`src/rtl/alu_seq_pkg.sv`:
```
// Shared opcodes, FSM state type and flag helper for the sequential ALU.
// ALU_SEQ_DIV_EN only affects decode in alu_seq; the constants are always present.
package alu_seq_pkg;

  localparam logic [3:0] OpAnd  = 4'b0000;
  localparam logic [3:0] OpOr   = 4'b0001;
  localparam logic [3:0] OpAdd  = 4'b0010;
  localparam logic [3:0] OpSub  = 4'b0110;
  localparam logic [3:0] OpSlt  = 4'b0111;
  localparam logic [3:0] OpMul  = 4'b1000;
  localparam logic [3:0] OpDivu = 4'b1001;
  localparam logic [3:0] OpRemu = 4'b1010;
  localparam logic [3:0] OpNor  = 4'b1100;
  localparam logic [3:0] OpXor  = 4'b1101;

  typedef enum logic [1:0] {StIdle, StMul, StDiv, StDone} state_e;

  // Two's-complement overflow from operand and result sign bits.
  function automatic logic signed_ovf(logic a_msb, logic b_msb, logic r_msb, logic is_sub);
    if (is_sub) return (a_msb != b_msb) && (r_msb != a_msb);
    return (a_msb == b_msb) && (r_msb != a_msb);
  endfunction

endpackage

```
`src/rtl/alu_seq_if.sv`:
```
// Operand/result handshake bundle between the decode stage, alu_seq and writeback.
interface alu_seq_if #(
  parameter int unsigned WIDTH = 32
);
  logic             in_valid;
  logic             in_ready;
  logic [WIDTH-1:0] a;
  logic [WIDTH-1:0] b;
  logic [3:0]       op;
  logic             out_valid;
  logic             out_ready;
  logic [WIDTH-1:0] result;
  logic             zero;
  logic             carry_out;
  logic             overflow;
  logic             illegal;
  logic             busy;

  modport master (
    output in_valid, a, b, op, out_ready,
    input  in_ready, out_valid, result, zero, carry_out, overflow, illegal, busy
  );

  modport slave (
    input  in_valid, a, b, op, out_ready,
    output in_ready, out_valid, result, zero, carry_out, overflow, illegal, busy
  );
endinterface

```
`src/rtl/alu_seq_iter.sv`:
```
// Iterative engine: shift-add multiply or restoring divide, one bit per cycle.
// acc_o/shr_o expose the next-state values so the final step lands in the caller's registers.
module alu_seq_iter #(
  parameter int unsigned WIDTH      = 32,
  parameter int unsigned MUL_CYCLES = WIDTH
) (
  input  logic             clk,
  input  logic             rst_n,
  input  logic             start_i,
  input  logic             div_i,
  input  logic [WIDTH-1:0] a_i,
  input  logic [WIDTH-1:0] b_i,
  output logic             done_o,
  output logic [WIDTH-1:0] acc_o,
  output logic [WIDTH-1:0] shr_o
);

  localparam int unsigned CntW = $clog2(MUL_CYCLES);

  logic             run_q, div_q;
  logic [CntW-1:0]  cnt_q;
  logic [WIDTH-1:0] acc_q, acc_d;
  logic [WIDTH-1:0] mcand_q, mcand_d;
  logic [WIDTH-1:0] shr_q, shr_d;
  logic [WIDTH:0]   trial, trial_sub;

  // Divide: acc is the partial remainder, shr shifts the dividend out and the quotient in.
  assign trial     = {acc_q, shr_q[WIDTH-1]};
  assign trial_sub = trial - {1'b0, mcand_q};

  always_comb begin
    acc_d   = acc_q;
    mcand_d = mcand_q;
    shr_d   = shr_q;
    if (div_q) begin
      if (!trial_sub[WIDTH]) begin
        acc_d = trial_sub[WIDTH-1:0];
        shr_d = {shr_q[WIDTH-2:0], 1'b1};
      end else begin
        acc_d = trial[WIDTH-1:0];
        shr_d = {shr_q[WIDTH-2:0], 1'b0};
      end
    end else begin
      acc_d   = acc_q + (shr_q[0] ? mcand_q : '0);
      mcand_d = mcand_q << 1;
      shr_d   = shr_q >> 1;
    end
  end

  assign done_o = run_q && (cnt_q == CntW'(MUL_CYCLES - 1));
  assign acc_o  = acc_d;
  assign shr_o  = shr_d;

  always_ff @(posedge clk or negedge rst_n) begin
    if (!rst_n) begin
      run_q   <= 1'b0;
      div_q   <= 1'b0;
      cnt_q   <= '0;
      acc_q   <= '0;
      mcand_q <= '0;
      shr_q   <= '0;
    end else if (start_i) begin
      run_q   <= 1'b1;
      div_q   <= div_i;
      cnt_q   <= '0;
      acc_q   <= '0;
      mcand_q <= b_i;
      shr_q   <= a_i;
    end else if (run_q) begin
      acc_q   <= acc_d;
      mcand_q <= mcand_d;
      shr_q   <= shr_d;
      cnt_q   <= cnt_q + 1'b1;
      if (done_o) run_q <= 1'b0;
    end
  end

endmodule

```
`src/rtl/alu_seq.sv`:
```
// Handshaked ALU: registered single-cycle ops plus iterative MUL (and DIVU/REMU when
// ALU_SEQ_DIV_EN is defined); holds its output while the consumer stalls.
module alu_seq
  import alu_seq_pkg::*;
#(
  parameter int unsigned WIDTH      = 32,
  parameter int unsigned MUL_CYCLES = WIDTH
) (
  input logic       clk,
  input logic       rst_n,
  alu_seq_if.slave  bus
);

  state_e           state_q, state_d;
  logic [WIDTH-1:0] result_q, result_d;
  logic             zero_q, zero_d, carry_q, carry_d, ovf_q, ovf_d, ill_q, ill_d;
  logic             out_valid_q, out_valid_d;
  logic [3:0]       op_q, op_d;

  logic             accept, is_div, is_iter, iter_start, iter_done;
  logic [WIDTH-1:0] acc_next, shr_next, iter_res;
  logic [WIDTH-1:0] alu_res;
  logic             alu_c, alu_v, alu_ill;
  logic [WIDTH:0]   sum, diff;

`ifdef ALU_SEQ_DIV_EN
  assign is_div = (bus.op == OpDivu) || (bus.op == OpRemu);
`else
  assign is_div = 1'b0;
`endif
  assign is_iter = (bus.op == OpMul) || is_div;

  assign bus.in_ready = (state_q == StIdle) && (!out_valid_q || bus.out_ready);
  assign accept       = bus.in_valid && bus.in_ready;

  assign sum  = {1'b0, bus.a} + {1'b0, bus.b};
  assign diff = {1'b0, bus.a} - {1'b0, bus.b};

  always_comb begin
    alu_res = '0;
    alu_c   = 1'b0;
    alu_v   = 1'b0;
    alu_ill = 1'b0;
    case (bus.op)
      OpAnd: alu_res = bus.a & bus.b;
      OpOr:  alu_res = bus.a | bus.b;
      OpNor: alu_res = ~(bus.a | bus.b);
      OpXor: alu_res = bus.a ^ bus.b;
      OpAdd: begin
        alu_res = sum[WIDTH-1:0];
        alu_c   = sum[WIDTH];
        alu_v   = signed_ovf(bus.a[WIDTH-1], bus.b[WIDTH-1], sum[WIDTH-1], 1'b0);
      end
      OpSub: begin
        alu_res = diff[WIDTH-1:0];
        alu_c   = ~diff[WIDTH];
        alu_v   = signed_ovf(bus.a[WIDTH-1], bus.b[WIDTH-1], diff[WIDTH-1], 1'b1);
      end
      OpSlt: begin
        alu_res = {{(WIDTH-1){1'b0}}, ($signed(bus.a) < $signed(bus.b))};
        alu_c   = ~diff[WIDTH];
      end
      default: alu_ill = 1'b1;
    endcase
  end

  alu_seq_iter #(
    .WIDTH      (WIDTH),
    .MUL_CYCLES (MUL_CYCLES)
  ) u_iter (
    .clk     (clk),
    .rst_n   (rst_n),
    .start_i (iter_start),
    .div_i   (is_div),
    .a_i     (bus.a),
    .b_i     (bus.b),
    .done_o  (iter_done),
    .acc_o   (acc_next),
    .shr_o   (shr_next)
  );

  assign iter_res = (op_q == OpDivu) ? shr_next : acc_next;

  always_comb begin
    state_d     = state_q;
    result_d    = result_q;
    zero_d      = zero_q;
    carry_d     = carry_q;
    ovf_d       = ovf_q;
    ill_d       = ill_q;
    out_valid_d = out_valid_q;
    op_d        = op_q;
    iter_start  = 1'b0;
    unique case (state_q)
      StIdle: begin
        if (out_valid_q && bus.out_ready) out_valid_d = 1'b0;
        if (accept) begin
          op_d = bus.op;
          if (is_iter) begin
            iter_start = 1'b1;
            state_d    = is_div ? StDiv : StMul;
          end else begin
            result_d    = alu_res;
            zero_d      = (alu_res == '0);
            carry_d     = alu_c;
            ovf_d       = alu_v;
            ill_d       = alu_ill;
            out_valid_d = 1'b1;
          end
        end
      end
      StMul, StDiv: begin
        if (iter_done) begin
          result_d    = iter_res;
          zero_d      = (iter_res == '0);
          carry_d     = 1'b0;
          ovf_d       = 1'b0;
          ill_d       = 1'b0;
          out_valid_d = 1'b1;
          state_d     = StDone;
        end
      end
      StDone: begin
        if (bus.out_ready) begin
          out_valid_d = 1'b0;
          state_d     = StIdle;
        end
      end
      default: state_d = StIdle;
    endcase
  end

  always_ff @(posedge clk or negedge rst_n) begin
    if (!rst_n) begin
      state_q     <= StIdle;
      result_q    <= '0;
      zero_q      <= 1'b0;
      carry_q     <= 1'b0;
      ovf_q       <= 1'b0;
      ill_q       <= 1'b0;
      out_valid_q <= 1'b0;
      op_q        <= '0;
    end else begin
      state_q     <= state_d;
      result_q    <= result_d;
      zero_q      <= zero_d;
      carry_q     <= carry_d;
      ovf_q       <= ovf_d;
      ill_q       <= ill_d;
      out_valid_q <= out_valid_d;
      op_q        <= op_d;
    end
  end

  assign bus.out_valid = out_valid_q;
  assign bus.result    = result_q;
  assign bus.zero      = zero_q;
  assign bus.carry_out = carry_q;
  assign bus.overflow  = ovf_q;
  assign bus.illegal   = ill_q;
  assign bus.busy      = (state_q == StMul) || (state_q == StDiv);

endmodule

```
`src/flat_wrapper.sv`:
```
// flat-port wrapper written by rule: the top's interface ports become plain ports
module alu_seq_flat import alu_seq_pkg::*;
#(
  parameter int unsigned WIDTH      = 32,
  parameter int unsigned MUL_CYCLES = WIDTH
)
  (clk, rst_n, bus_in_valid, bus_a, bus_b, bus_op, bus_out_ready, bus_in_ready, bus_out_valid, bus_result, bus_zero, bus_carry_out, bus_overflow, bus_illegal, bus_busy);
  alu_seq_if #(.WIDTH(WIDTH)) bus_i ();
  input logic clk;
  input logic rst_n;
  input wire logic [$bits(bus_i.in_valid)-1:0] bus_in_valid;
  input wire logic [$bits(bus_i.a)-1:0] bus_a;
  input wire logic [$bits(bus_i.b)-1:0] bus_b;
  input wire logic [$bits(bus_i.op)-1:0] bus_op;
  input wire logic [$bits(bus_i.out_ready)-1:0] bus_out_ready;
  output wire logic [$bits(bus_i.in_ready)-1:0] bus_in_ready;
  output wire logic [$bits(bus_i.out_valid)-1:0] bus_out_valid;
  output wire logic [$bits(bus_i.result)-1:0] bus_result;
  output wire logic [$bits(bus_i.zero)-1:0] bus_zero;
  output wire logic [$bits(bus_i.carry_out)-1:0] bus_carry_out;
  output wire logic [$bits(bus_i.overflow)-1:0] bus_overflow;
  output wire logic [$bits(bus_i.illegal)-1:0] bus_illegal;
  output wire logic [$bits(bus_i.busy)-1:0] bus_busy;
  assign bus_i.in_valid = bus_in_valid;
  assign bus_i.a = bus_a;
  assign bus_i.b = bus_b;
  assign bus_i.op = bus_op;
  assign bus_i.out_ready = bus_out_ready;
  assign bus_in_ready = bus_i.in_ready;
  assign bus_out_valid = bus_i.out_valid;
  assign bus_result = bus_i.result;
  assign bus_zero = bus_i.zero;
  assign bus_carry_out = bus_i.carry_out;
  assign bus_overflow = bus_i.overflow;
  assign bus_illegal = bus_i.illegal;
  assign bus_busy = bus_i.busy;
  alu_seq #(.WIDTH(WIDTH), .MUL_CYCLES(MUL_CYCLES)) u_core (.clk(clk), .rst_n(rst_n), .bus(bus_i));
endmodule
```
`config.mk`:
```
export PLATFORM = sky130hd
export DESIGN_NAME = alu_seq_flat
export DESIGN_NICKNAME = d
export VERILOG_FILES = /design/src/rtl/alu_seq_pkg.sv /design/src/rtl/alu_seq_if.sv /design/src/rtl/alu_seq_iter.sv /design/src/rtl/alu_seq.sv /design/src/flat_wrapper.sv
export SDC_FILE = /design/constraint.sdc
export NUM_CORES = 1
export LEC_CHECK = 0
export CAP_MARGIN = 10
export CORE_MARGIN = 2
export CORE_UTILIZATION = 50
export DETAILED_ROUTE_END_ITERATION = 6
export GPL_ROUTABILITY_DRIVEN = 0
export PLACE_DENSITY = 0.78
export SLEW_MARGIN = 20
export SYNTH_ARGS = -nofsm -noshare
export SYNTH_HDL_FRONTEND = slang
export SYNTH_SLANG_ARGS = --single-unit
```
`constraint.sdc`:
```
create_clock -name clk -period 4.9 [get_ports clk]
set_input_delay 0.735 -clock clk [delete_from_list [all_inputs] [get_ports clk]]
set_output_delay 0.735 -clock clk [all_outputs]
set_load 0.01 [all_outputs]
```
# == After elaboration in Yosys (flattened, before gate mapping) ==
# Cells that the tools add are included.
# totals
word_cells,118
output_inout_bits,39
input_bits,72
ff_bits,145
# classes
n_lt_le_gt_ge,1
reduce_logical,23
muxes,51
add_sub_neg,4
n_bitwise,5
eq_ne,21
# ops
cell,n
$mux W32,11
$pmux W32 S7,1
$logic_not A32 Y1,2
$pmux W32 S2,1
$add A32 B32 Y33,1
$sub A32 B32 Y33,1
$add A32 B32 Y32,1
$and A32 B32 Y32,1
$lt A32 B32 Y1,1
$not A32 Y32,1
$or A32 B32 Y32,1
$xor A32 B32 Y32,1
$mux W1,24
$eq A4 B4 Y1 const B,4
$pmux W1 S2,6
$mux W5,2
$eq A4 B3 Y1 const B,2
$mux W2,4
$reduce_and A4 Y1,2
$logic_and A1 B1 Y1,7
$reduce_or A7 Y1,1
$ne A2 B1 Y1 const B,3
$pmux W2 S3,1
$add A5 B1 Y5 const B,1
17 further kinds,25

# == Depth between registers and ports, before layout ==
# Gate-level depths: netlist of run 1.
# logic_depth
word_depth,8
mapped_depth,16
mapped_depth_nobuf,16

# == Cells and area by module ==
# From an unflattened synthesis of run 1, not the netlist that was laid out.
# unflattened
hier_cells,2306
hier_area_um2,17624.4
# by_module_without_submodules
module,instances,seq_area_each_um2,cells_each,area_each_um2
alu_seq_iter,1,2577.5,1132,9327.7
alu_seq,1,1076.0,1174,8296.7

# == Least setup slack after synthesis of run 1 ==
# Ideal clock, no wire load.
# synth_timing
kind,in2reg
startpoint,in bus_a[0]
endpoint,reg u_core.zero_q (netlist: u_core.bus.zero)
path_buffers,0
stages,16
path_slack_ps,1319
arrival_ps,3501
setup_ps,80
t_required_ps,4820
path_cell_list,inv_1 > ha_1 > inv_1 > fa_1 > nor2b_1 > o211ai_1 > a211oi_2 > nor3_2 > a21oi_4 > a211oi_2 > o31a_1 > o32ai_1 > a311o_1 > and4b_1 > nand4_1 > o211ai_2
# synth_between
elab_chain_cells,7
word_cells_on_any_way,12
classes_between,add/sub (2); order compare (1); mux (4); bitwise (4); reduce/logical (1)
# synth_lines
element,line,text
from (decl),flat_wrapper.sv:12,input wire logic [$bits(bus_i.a)-1:0] bus_a;
branches (longest 2 deep; another with $sub A32 B32 Y33),--,
$pmux W32 S7 (*),alu_seq.sv:44,case (bus.op)
$logic_not A32 Y1 (*),alu_seq.sv:104,zero_d = (alu_res == '0);
$mux W1 (*),alu_seq.sv:99,if (is_iter) begin
$mux W1 (*),alu_seq.sv:97,if (accept) begin
$pmux W1 S2 (*),alu_seq.sv:94,unique case (state_q)
to (signal assigned),alu_seq.sv:146,zero_q <= zero_d;
to (decl),alu_seq.sv:16,"logic zero_q, zero_d, carry_q, carry_d, ovf_q, ovf_d, ill_q, ill_d;"
# Mark *: on every way between the ends. The select of a mux whose other input is x is not followed.
# A chain may end at the register's enable or synchronous reset.

# == Worst setup path in the final report of run 1 ==
# layout_timing
startpoint,reg u_core.u_iter.shr_q[0]
endpoint,reg u_core.zero_q (netlist: u_core.bus.zero)
# layout_between
elab_chain_cells,6
# layout_lines
element,line,text
from (decl),alu_seq_iter.sv:24,"logic [WIDTH-1:0] shr_q, shr_d;"
from (signal assigned),alu_seq_iter.sv:68,shr_q <= a_i;
from (signal assigned),alu_seq_iter.sv:72,shr_q <= shr_d;
$mux W32,alu_seq_iter.sv:44,acc_d = acc_q + (shr_q[0] ? mcand_q : '0);
$add A32 B32 Y32,alu_seq_iter.sv:44,
$mux W32,alu_seq.sv:82,assign iter_res = (op_q == OpDivu) ? shr_next : acc_next;
$logic_not A32 Y1,alu_seq.sv:115,zero_d = (iter_res == '0);
$mux W1,alu_seq.sv:113,if (iter_done) begin
$pmux W1 S2,alu_seq.sv:94,
# No other way between the ends. The select of a mux whose other input is x is not followed.

==> summary.md, run 1 <==
| Metric | Value |
|---|---|
| IO Count | `approximately 110` |
| Pre-CTS setup slack | `between 0.15 and 0.2 ns` |
| Synth top area share | `0.243` |
| Port bufs | `110` |
| Highest metal used | `met4` |
| GRT Residual Overflow | `0` |
| Delay-heaviest family, CP | `simple AND/OR/NAND/NOR gates` |
| Post-route clock period utilization | `0.919` |
| Initial drt markers | `between 2000 and 2500` |
| Setup_tns | `0 ns` |
| Critical path fanouts, max | `25` |
| Status | `finished clean` |
| Worst-margin pin slew | `1.04 ns` |
| Deepest clock path buffer count | `2` |
| Post-route ant nets | `0` |
| CTS tree | `done` |
| Full die area | `approximately 0.031 mm^2` |
| Via count | `between 15000 and 20000` |
| Nets | `2177` |
| Cell Chain, Critical Path | `buf_4, and2_1, ha_1, nand3_1, nor4_1, nor2_1, o311ai_2, a21boi_1, xnor2_1, mux2_2, nor4_1, nand4b_1, nor4_1, nand4_1, o211ai_2` |
| Top cells by area, synth | `dfrtp_1, ha_1, mux2i_1` |
| Total Wirelength | `50100 um` |
| Die height | `about 180 um` |
| Root buf cell | `clkbuf_16` |
| Tot GR Track Use | `0.318` |
| Metal1 wirelength | `roughly 20000 um` |
| Synth Instances | `~1900` |
| Post-synth top flop | `dfrtp_1` |
| Global-route wire length before repair | `78200 um` |
| Clk_lat worst skew | `about 0.44 ns` |
| Fin Clk Skew | `a little under 0.008 ns` |
| Leading area contributor after synthesis | `dfrtp_1` |
| Routed wl met3 | `5360 um` |
| Post-Syn Area per Cell | `slightly below 8 um^2` |
| H-tree depth | `4` |
| Endpoints failing setup | `0` |
| Layout cells sized above 1 | `0.0768` |
| WS Path Type | `flip-flop to flip-flop` |
| PwrDens | `around 620 mW/mm^2` |
| RSZ-0062 raised after global routing | `false` |
| Worst-case headroom to the max-slew limit | `0.308` |
| Total of max-cap violations | `0` |
| Antenna violations before repair | `0` |
| Worst setup EP type | `flip-flop` |
| Largest net degree at the start of global routing | `around 110` |
| ANT cells | `0` |
| Number of global-route vias before repair | `14400` |
| Via/cell ratio | `around 6.6` |
| Seq/Total Area, Yosys | `0.243` |
| Most frequent cells in the layout | `nand2_1, o21ai_0, nor2_1` |
| Hold Violations, Final | `0` |
| Wire per inst | `roughly 21 um` |
| Most used cell along the critical path | `nor4_1` |
| Multi-input gate area | `~0.010 mm^2` |
| Critical Path RT | `5.26 ns` |
| Commonest non-fill, non-tap cell in the layout | `nand2_1` |
| Hold Buf Count CTS | `0` |
| Final setup margin | `0.399 ns` |
| Starting density of the core | `0.506` |
| DRT Pass-1 Iters | `6` |
| Crit path largest cell delay | `around 0.56 ns` |
| Slew Viols, Final | `0` |
| Syn_nets | `about 2100` |
| DR DRC count | `0` |
| Post-synthesis cell area | `0.0149 mm^2` |
| Worst Hold Class | `input port to asynchronous set/reset pin` |
| Post-synth EDFFs | `0` |
| CP arrival | `between 4 and 5 ns` |
| Std cell rows | `63` |
| Startpoint types | `flip-flop` |
| Minimum clock period | `around 4.5 ns` |
| CP bufs+invs | `1` |
| Fmax achieved | `approximately 0.22 GHz` |
| Reg clk slew, reported paths | `approximately 0.060 ns` |
| Width of the die | `177 um` |
| Lkg Pwr | `0.00717 uW` |
| TritonCTS Sinks | `between 100 and 150` |
| Dpl hpwl | `between 30000 and 40000 um` |
| Ys async rst share | `1.00` |
| Met2 wire len | `around 22000 um` |
| Sequential cell area | `between 0.003 and 0.004 mm^2` |
| Total CTS buffers | `17` |
| Synth cell types | `just under 100` |
| # fillers | `about 2700` |
| Core ar. | `0.0295 mm^2` |
| Layout area overhead | `13.8%` |
| Synth Register Bits | `around 150` |
| YS warnings | `0` |
| Slowest-stage cell, CP | `nor4_1` |
| VDD IR-drop max | `0.397 mV` |
timing repair:
action	CTS	global route
setup buffers	0	0
endpoints found under the setup margin	0	1
resized for setup	0	1
Yosys cell counts (19+ instances only):
| cell type | instances |
|---|---|
| mux2_2 | 20 |
| xnor2_1 | 21 |
| nand3_1 | 45 |
| buf_2 | 26 |
| clkbuf_1 | 73 |
| mux2i_1 | 106 |
| nor4_1 | 19 |
| a21o_1 | 33 |
| nand4_1 | 24 |
| o21ai_0 | 177 |
| nor2_1 | 167 |
| ha_1 | 135 |
| a211oi_1 | 19 |
| nor3_1 | 47 |
| nand2_1 | 212 |
| dfrtp_1 | 145 |
| and2_1 | 38 |
| inv_1 | 109 |
| a21oi_1 | 131 |
where the power goes:
part	switching, uW	total (uW)	internal [uW]
clock	537	1330	793
sequential	426	2160	1730
combinational	4200	7010	2810
total	5160	10500	5330
per-stage QoR:
stage               hold WS, ns  total power, uW  cell area, um^2  std cells   util
CTS                       0.467            10300            17000       2370  0.576
global placement          0.464             8710            16400       2338  0.555
detailed placement        0.470             8880            16400       2338  0.555
global route              0.496            11200            17000       2370  0.576
floorplan                 0.439             6910            14900       1917      -
finish                    0.367            10500            17000       2370  0.576
logic make-up (layout without fill, tap and decap cells):
logic type	Yosys count	after routing	synth area share
simple gates	656	656	0.212
flops	145	145	0.243
buf+inv	235	298	0.0648
compound gates	579	579	0.253
xor+xnor	38	38	0.0223
mux	126	126	0.0863
fa+ha+maj	138	138	0.117
final cells by class:
| type | count | share of cell area |
|---|---|---|
| clock buffers | 21 | 0.0277 |
| clock inverters | 11 | 0.00752 |
| inverters | 111 | 0.0246 |
| multi-input cells | 1537 | 0.612 |
| flip-flops and latches | 145 | 0.214 |
| well taps | 390 | 0.0288 |
| repair buffers | 155 | 0.0856 |
layer usage:
metal	vias up	track usage
met1	7325	0.439
met3	196	0.0651
met5	-	0
met2	1003	0.479
met4	0	0.143
li1	7007	-
final timing paths:
kind | start | end | slack [ns] | depth (start not counted)
setup / recovery | u_core.u_iter.shr_q[0] | u_core.bus.zero | 0.40 | 15
hold / removal | rst_n | u_core.bus.result[10] | 0.37 | 1
setup reg to reg | u_core.u_iter.shr_q[0] | u_core.bus.zero | 0.40 | 15
hold reg to reg | u_core.bus.result[15] | u_core.bus.result[15] | 0.48 | 2
max in group asynchronous | rst_n | u_core.bus.result[0] | 3.31 | 2
min in group clk | u_core.bus.result[15] | u_core.bus.result[15] | 0.48 | 2
registers in the layout, indices dropped and copies added (netlist names), 2 cells and up:
signal,cells
u_core.bus.result,32
u_core.u_iter.acc_q,32
u_core.u_iter.mcand_q,32
u_core.u_iter.shr_q,32
u_core.u_iter.cnt_q,5
u_core.op_q,4
u_core.state_q,2
worst reg2reg max path, stage by stage, from the launching register on:
cell	delay, ns
dfrtp_1	0.49
buf_4	0.26
and2_1	0.16
ha_1	0.36
nand3_1	0.16
nor4_1	0.56
nor2_1	0.15
o311ai_2	0.52
a21boi_1	0.16
xnor2_1	0.20
mux2_2	0.30
nor4_1	0.35
nand4b_1	0.20
nor4_1	0.25
nand4_1	0.22
o211ai_2	0.11
(Power assumes the default switching activity.)
==> inputs of run 2 (changes only) <==
GPL_ROUTABILITY_DRIVEN = default   (was 0)
clock period = 5.3 ns   (was 4.9 ns; I/O delays follow)
==> run 2 against run 1 <==
Largest power group unchanged. Register-to-register slack gained 0.47 ns. Die area is the same. Critical path depth grew 1. First-iteration DRC count grew 2.2%. Largest cell class unchanged. Combinational power shrank 7.4%. Clock power shrank 13%. Setup slack gained 0.38 ns. Hold slack gained 0.065 ns. Sequential power shrank 8%. Final area shrank 0.51%.
==> summary.md, run 2 (same netlist as run 1, synthesis figures left out) <==
| Metric | Value |
|---|---|
| Tot GR Track Use | `0.336 (+0.0177)` |
| CP arrival | `4.89 ns (+0.03 ns)` |
| VDD IR-drop max | `0.318 mV (-20%)` |
| DR DRC count | `0 (unchanged)` |
| Endpoints failing setup | `0 (unchanged)` |
| Post-route clock period utilization | `0.852` |
| Core ar. | `0.0295 mm^2 (unchanged)` |
| Most used cell along the critical path | `nand4_1` |
| Worst Hold Class | `input port to asynchronous set/reset pin` |
| Wire per inst | `22.2 um (+5.1%)` |
| CP bufs+invs | `2 (+1)` |
| Worst-margin pin slew | `1.12 ns (+0.0785 ns)` |
| Deepest clock path buffer count | `2 (unchanged)` |
| Global-route wire length before repair | `81400 um (+4.0%)` |
| CTS tree | `done` |
| Reg2reg path depth | `15 (unchanged)` |
| Crit path largest cell delay | `0.54 ns (-0.02 ns)` |
| Width of the die | `177 um (unchanged)` |
| Nets | `2171 (-0.28%)` |
| Final setup margin | `0.784 ns (+0.384 ns)` |
| Pre-CTS setup slack | `0.439 ns (+0.241 ns)` |
| TritonCTS Sinks | `145 (unchanged)` |
| RSZ-0062 raised after global routing | `false` |
| Area of placed instances | `0.0163 mm^2 (-0.27%)` |
| Dpl hpwl | `40300 um (+7.0%)` |
| Antenna violations before repair | `2 (+2)` |
| IO Count | `111 (unchanged)` |
| Post-route ant nets | `0 (unchanged)` |
| Hold Buf Count CTS | `0 (unchanged)` |
| FF-to-FF setup slack | `0.87 ns (+0.47 ns)` |
| R2r endpoint | `u_core.bus.zero` |
| Routability cong. | `slightly above 1` |
| Post_cts resized | `0 (unchanged)` |
| Number of global-route vias before repair | `14300 (-1.1%)` |
| # Post-CTS Setup Buffers | `0 (unchanged)` |
| Total of max-cap violations | `0 (unchanged)` |
| Total CTS buffers | `17 (unchanged)` |
| Pwr Total | `9630 uW (-8.2%)` |
| PwrDens | `571 mW/mm^2 (-7.8%)` |
| Via/cell ratio | `6.39 (-2.4%)` |
| Design Area, Final | `0.0169 mm^2 (-0.51%)` |
| DRT Pass-1 Iters | `6 (unchanged)` |
| Core Util, Final | `0.573 (-0.00293)` |
| Critical Path RT | `5.67 ns (+0.41 ns)` |
| Startpoint types | `input port` |
| Full die area | `0.0312 mm^2 (unchanged)` |
| Layout area overhead | `13.3%` |
| Delay-heaviest family, CP | `compound AO/OA/AOI/OAI gates` |
| Minimum clock period | `about 4.5 ns` |
| Commonest non-fill, non-tap cell in the layout | `nand2_1` |
| Starting density of the core | `0.506 (unchanged)` |
| Most frequent cells in the layout | `nand2_1, o21ai_0, nor2_1` |
| Total Wirelength | `52500 um (+4.8%)` |
| Initial drt markers | `2210 (+2.2%)` |
| Layout cells sized above 1 | `0.0730 (-0.00378)` |
| GRT Residual Overflow | `0 (unchanged)` |
| Std cell rows | `63 (unchanged)` |
| Worst-case headroom to the max-slew limit | `0.254 (-0.0535)` |
| Origin of the critical flop-to-flop path | `u_core.u_iter.shr_q[0]` |
| Clk_lat worst skew | `0.44 ns (about the same)` |
| Via count | `15100 (-2.7%)` |
| Worst setup EP type | `flip-flop` |
| Reg clk slew, reported paths | `0.07 ns (about the same)` |
| Lkg Pwr | `0.00712 uW (-0.68%)` |
| # fillers | `2719 (+1.8%)` |
| WS Path Type | `input port to flip-flop` |
| Slew Viols, Final | `0 (unchanged)` |
| Critical path fanouts, max | `4 (-84%)` |
| Hold Violations, Final | `0 (unchanged)` |
| Setup_tns | `0 ns (unchanged)` |
| Fmax achieved | `0.221 GHz` |
| Die height | `177 um (unchanged)` |
| Status | `finished clean` |
| Fin Clk Skew | `0.0117 ns (+0.00380 ns)` |
| Cell Chain, Critical Path | `clkdlybuf4s50_1, ha_1, inv_1, fa_1, nand2b_1, a211oi_1, o31ai_1, nand2_1, a21oi_1, a311oi_1, nand3_1, nor4b_1, nand4_1, nor3_2, nand4_1, o211ai_2` |
| Slowest-stage cell, CP | `clkdlybuf4s50_1` |
| Largest net degree at the start of global routing | `104 (-1.9%)` |
| H-tree depth | `4 (unchanged)` |
| Root buf cell | `clkbuf_16` |
| Port bufs | `110 (unchanged)` |
-- run 2: cell type report --
class / instances / area [um^2] / area share
Inverter: 111 / 417 / 0.0247
Clock inverter: 11 / 108 / 0.00637
Multi-Input combinational cell: 1537 / 10400 / 0.615
Tap cell: 390 / 488 / 0.0289
Antenna cell: 1 / 2.50 / 0.000148
Clock buffer: 20 / 447 / 0.0265
Timing Repair Buffer: 149 / 1410 / 0.0834
Sequential cell: 145 / 3630 / 0.215
-- run 2: metrics by stage --
step	hold WS, ns	std cells
2_1_floorplan	0.488	1917
3_3_place_gp	0.465	2332
3_5_place_dp	0.474	2332
4_1_cts	0.488	2363
5_1_grt	0.507	2363
6_report	0.432	2364
-- run 2: where the power goes --
group	internal [uW]	switching, uW	leakage, uW
clock network	658	497	0.000267
logic	2600	3890	0.00518
registers	1600	389	0.00167
total	4850	4780	0.00712
-- run 2: per-layer routing --
layer	global-route usage	part of all wire
met3	0.0741	0.10
met4	0.0944	0.026
met1	0.478	0.44
met5	0	0
met2	0.511	0.44
-- run 2: worst max-delay path by stage --
stage / endpoint / depth (start not counted) / from / slack (ns)
6_report: u_core.bus.zero / 16 / bus_b[0] / 0.78
5_1_grt: u_core.bus.zero / 15 / bus_a[1] / 0.48
4_1_cts: u_core.bus.zero / 16 / bus_b[0] / 0.87
3_5_place_dp: u_core.bus.zero / 16 / bus_b[0] / 0.44
3_3_place_gp: u_core.bus.zero / 15 / bus_b[1] / 0.50
2_1_floorplan: u_core.bus.zero / 16 / bus_a[0] / 1.66
==> inputs of run 3 (changes only) <==
ABC_AREA = 1   (was default)
DONT_BUFFER_PORTS = 1   (was default)
PLACE_DENSITY = 0.73   (was 0.78)
==> run 3 against run 2 <==
First-iteration DRC count down 6.8%. Synthesized cell count is 35% higher. Area after synthesis is 4.2% higher. Final area down 3.0%. Critical path depth grew 4. Global-route usage rose by 2.9 points. Hold slack worse by 0.40 ns. Register-to-register slack improved by 0.68 ns. Utilization fell by 3.7 points.
==> summary.md, run 3 <==
| Metric | Value |
|---|---|
| Status | `finished clean` |
| Synth Register Bits | `145 (unchanged)` |
| RSZ-0062 raised after global routing | `false` |
| Nets | `2739 (+26%)` |
| Post_cts resized | `0 (unchanged)` |
| Worst-case headroom to the max-slew limit | `0.278 (+0.0238)` |
| Post-synth top flop | `dfrtp_1` |
| Hold Buf Count CTS | `0 (unchanged)` |
| Critical Path RT | `5.69 ns (+0.02 ns)` |
| Top cells by area, synth | `dfrtp_1, nand2_1, ha_1` |
| Root buf cell | `clkbuf_16` |
| CTS tree | `done` |
| Seq/Total Area, Yosys | `0.234 (-0.00971)` |
| Total of max-cap violations | `0 (unchanged)` |
| Fin Clk Skew | `0.0101 ns (-0.00167 ns)` |
| Layout area overhead | `5.46%` |
| GRT Residual Overflow | `0 (unchanged)` |
| Port bufs | `0 (-100%)` |
| Startpoint types | `flip-flop` |
| Crit path largest cell delay | `1.04 ns (+0.50 ns)` |
| Non-Filler Instances | `2939 (+24%)` |
| Global-route wire length before repair | `92200 um (+13%)` |
| Fmax achieved | `0.267 GHz (+20%)` |
| Post-Syn Area per Cell | `6.01 um^2 (-23%)` |
| Synth Instances | `2582 (+35%)` |
| Synth cell types | `44 (-55%)` |
| Clk_lat worst skew | `0.45 ns (about the same)` |
| PwrDens | `367 mW/mm^2 (-36%)` |
| Routability cong. | `1.05 (+3.3%)` |
| Tot GR Track Use | `0.365 (+0.0290)` |
| Ys async rst share | `1.00 (unchanged)` |
| Most frequent cells in the layout | `nand2_1, inv_1, nor2_1` |
| Setup_tns | `0 ns (unchanged)` |
| Clock group share of total power | `0.221 (+0.101)` |
| Dpl hpwl | `46900 um (+16%)` |
| Die height | `180 um (+2.0%)` |
| Antenna violations before repair | `1 (-1)` |
| CP arrival | `4.14 ns (-0.75 ns)` |
| # Post-CTS Setup Buffers | `0 (unchanged)` |
| Std cell rows | `64 (+1.6%)` |
| Worst path depth | `20 (+4)` |
| Via/cell ratio | `5.89 (-7.9%)` |
| Reg2reg path depth | `20 (+5)` |
| Worst Hold Class | `input port to asynchronous set/reset pin` |
| Delay-heaviest family, CP | `simple AND/OR/NAND/NOR gates` |
| YS warnings | `0 (unchanged)` |
| Worst setup EP type | `flip-flop` |
| Post-route ant nets | `0 (unchanged)` |
| H-tree depth | `4 (unchanged)` |
| P_int | `3140 uW (-35%)` |
| Width of the die | `180 um (+2.0%)` |
| Core ar. | `0.0306 mm^2 (+3.8%)` |
| Total CTS buffers | `17 (unchanged)` |
| Total Wirelength | `60000 um (+14%)` |
| Endpoints failing setup | `0 (unchanged)` |
| DRT Pass-1 Iters | `7 (+1)` |
| Largest net degree at the start of global routing | `146 (+40%)` |
| Wire per inst | `20.4 um (-8.2%)` |
| Critical path fanouts, max | `33 (+29)` |
| Reg clk slew, reported paths | `0.07 ns (about the same)` |
| VDD IR-drop max | `0.296 mV (-6.8%)` |
| TritonCTS Sinks | `145 (unchanged)` |
| Commonest non-fill, non-tap cell in the layout | `nand2_1` |
| Cell Chain, Critical Path | `nand2_1, inv_1, ha_1, nand2_1, inv_1, a21oi_1, nand2_1, nand2_1, nand2_1, nand2_1, nand2_1, o21ai_0, nand2_1, nor2_1, nand2_1, nor2_1, nand4_1, nand2_1, nand2_1, nand2_1` |
| Number of global-route vias before repair | `16300 (+14%)` |
| Via count | `17300 (+14%)` |
| Part of the power in combinational logic | `0.461 (-0.213)` |
| Lkg Pwr | `0.00918 uW (+29%)` |
| Layout cells sized above 1 | `0.0252 (-0.0478)` |
| Placed Instances | `2906 (+25%)` |
| Post-synth EDFFs | `0 (unchanged)` |
| Sequential power share | `0.318 (+0.112)` |
| Minimum clock period | `3.75 ns (-0.766 ns)` |
| WS Path Type | `flip-flop to flip-flop` |
| Most used cell along the critical path | `nand2_1` |
| Syn_nets | `2792 (+31%)` |
| Initial drt markers | `2060 (-6.8%)` |
| Psw | `2860 uW (-40%)` |
| Post-synthesis cell area | `0.0155 mm^2 (+4.2%)` |
| IO Count | `111 (unchanged)` |
| Worst-margin pin slew | `1.08 ns (-0.0341 ns)` |
| DR DRC count | `0 (unchanged)` |
| Synth top area share | `0.234 (-0.00971)` |
| Leading area contributor after synthesis | `dfrtp_1` |
| CP bufs+invs | `2 (unchanged)` |
| Switching share of total power | `0.477 (-0.0193)` |
| Top post-synthesis cells by count | `nand2_1, inv_1, nor2_1, nand3_1, dfrtp_1` |
| Post-route clock period utilization | `0.708 (-0.145)` |
| Deepest clock path buffer count | `2 (unchanged)` |
| Count leader, synth | `nand2_1` |
| Full die area | `0.0325 mm^2 (+4.1%)` |
| Slowest-stage cell, CP | `dfrtp_1` |
| Starting density of the core | `0.507 (+0.00193)` |
| Hold Violations, Final | `0 (unchanged)` |
| Slew Viols, Final | `0 (unchanged)` |
-- run 3: cells by family (layout without fill, tap and decap cells) --
kind of cell,count (synthesis),count (layout),synth area share
simple gates,1408,1408,0.367
xor+xnor,14,14,0.00790
buf+inv,523,483,0.131
compound gates,353,353,0.148
other cells,0,1,0
fa+ha+maj,138,138,0.113
mux,1,1,0.000725
flops,145,145,0.234
-- run 3: path summary, 6_finish.rpt --
kind	start	endpoint	slack [ns]
min in group clk	bus_op[2]	u_core.op_q[2]	0.49
worst min register to register	u_core.op_q[0]	u_core.op_q[0]	0.49
max in group asynchronous	rst_n	u_core.u_iter.acc_q[27]	5.01
worst min-delay path	rst_n	u_core.op_q[1]	0.03
worst max register to register	u_core.u_iter.shr_q[0]	u_core.bus.zero	1.55
worst max-delay path	u_core.u_iter.shr_q[0]	u_core.bus.zero	1.55
-- run 3: layout make-up --
| cell class | instances | area [um^2] |
|---|---|---|
| repair buffers | 8 | 60.1 |
| inverters | 443 | 1660 |
| flip-flops and latches | 145 | 3630 |
| multi-input cells | 1914 | 9890 |
| clock buffers | 18 | 439 |
| diodes | 1 | 2.50 |
| fillers | 3213 | 14200 |
| clock inverters | 14 | 194 |
| well taps | 396 | 495 |
-- run 3: power by group through the flow --
stage	logic (uW)	clock network (uW)	registers, uW
floorplan	2000	0	1760
global placement	2660	0	1900
detailed placement	2700	0	1910
CTS	2710	1330	1900
global route	3060	1380	1940
finish	2770	1330	1910
-- run 3: metal layers --
| metal | share of wire | global-route usage | vias up |
|---|---|---|---|
| met1 | 0.41 | 0.492 | 8115 |
| met4 | 0.044 | 0.151 | 0 |
| met2 | 0.45 | 0.577 | 871 |
| met3 | 0.096 | 0.0659 | 160 |
| li1 | - | - | 8152 |
| met5 | 0 | 0 | - |
-- run 3: through the flow --
step	total power, uW	hold slack (ns)	util	area, um^2	setup slack [ns]
after floorplan	3750	0.453	-	15500	2.58
after CTS	5940	0.0198	0.535	16400	1.63
after detailed placement	4610	0.474	0.514	15700	1.65
final	6010	0.0274	0.535	16400	1.55
after global routing	6380	0.0215	0.535	16400	1.21
after global placement	4560	0.463	0.514	15700	1.70
-- run 3: worst register-to-register path: cells and delay by family, from the launching register on --
kind | cells | cell delay (ns)
flip-flops | 1 | 1.04
adder cells (fa/ha/maj) | 1 | 0.28
buffers and inverters | 2 | 0.17
AO/OA/AOI/OAI | 2 | 0.51
AND/OR/NAND/NOR | 15 | 1.69
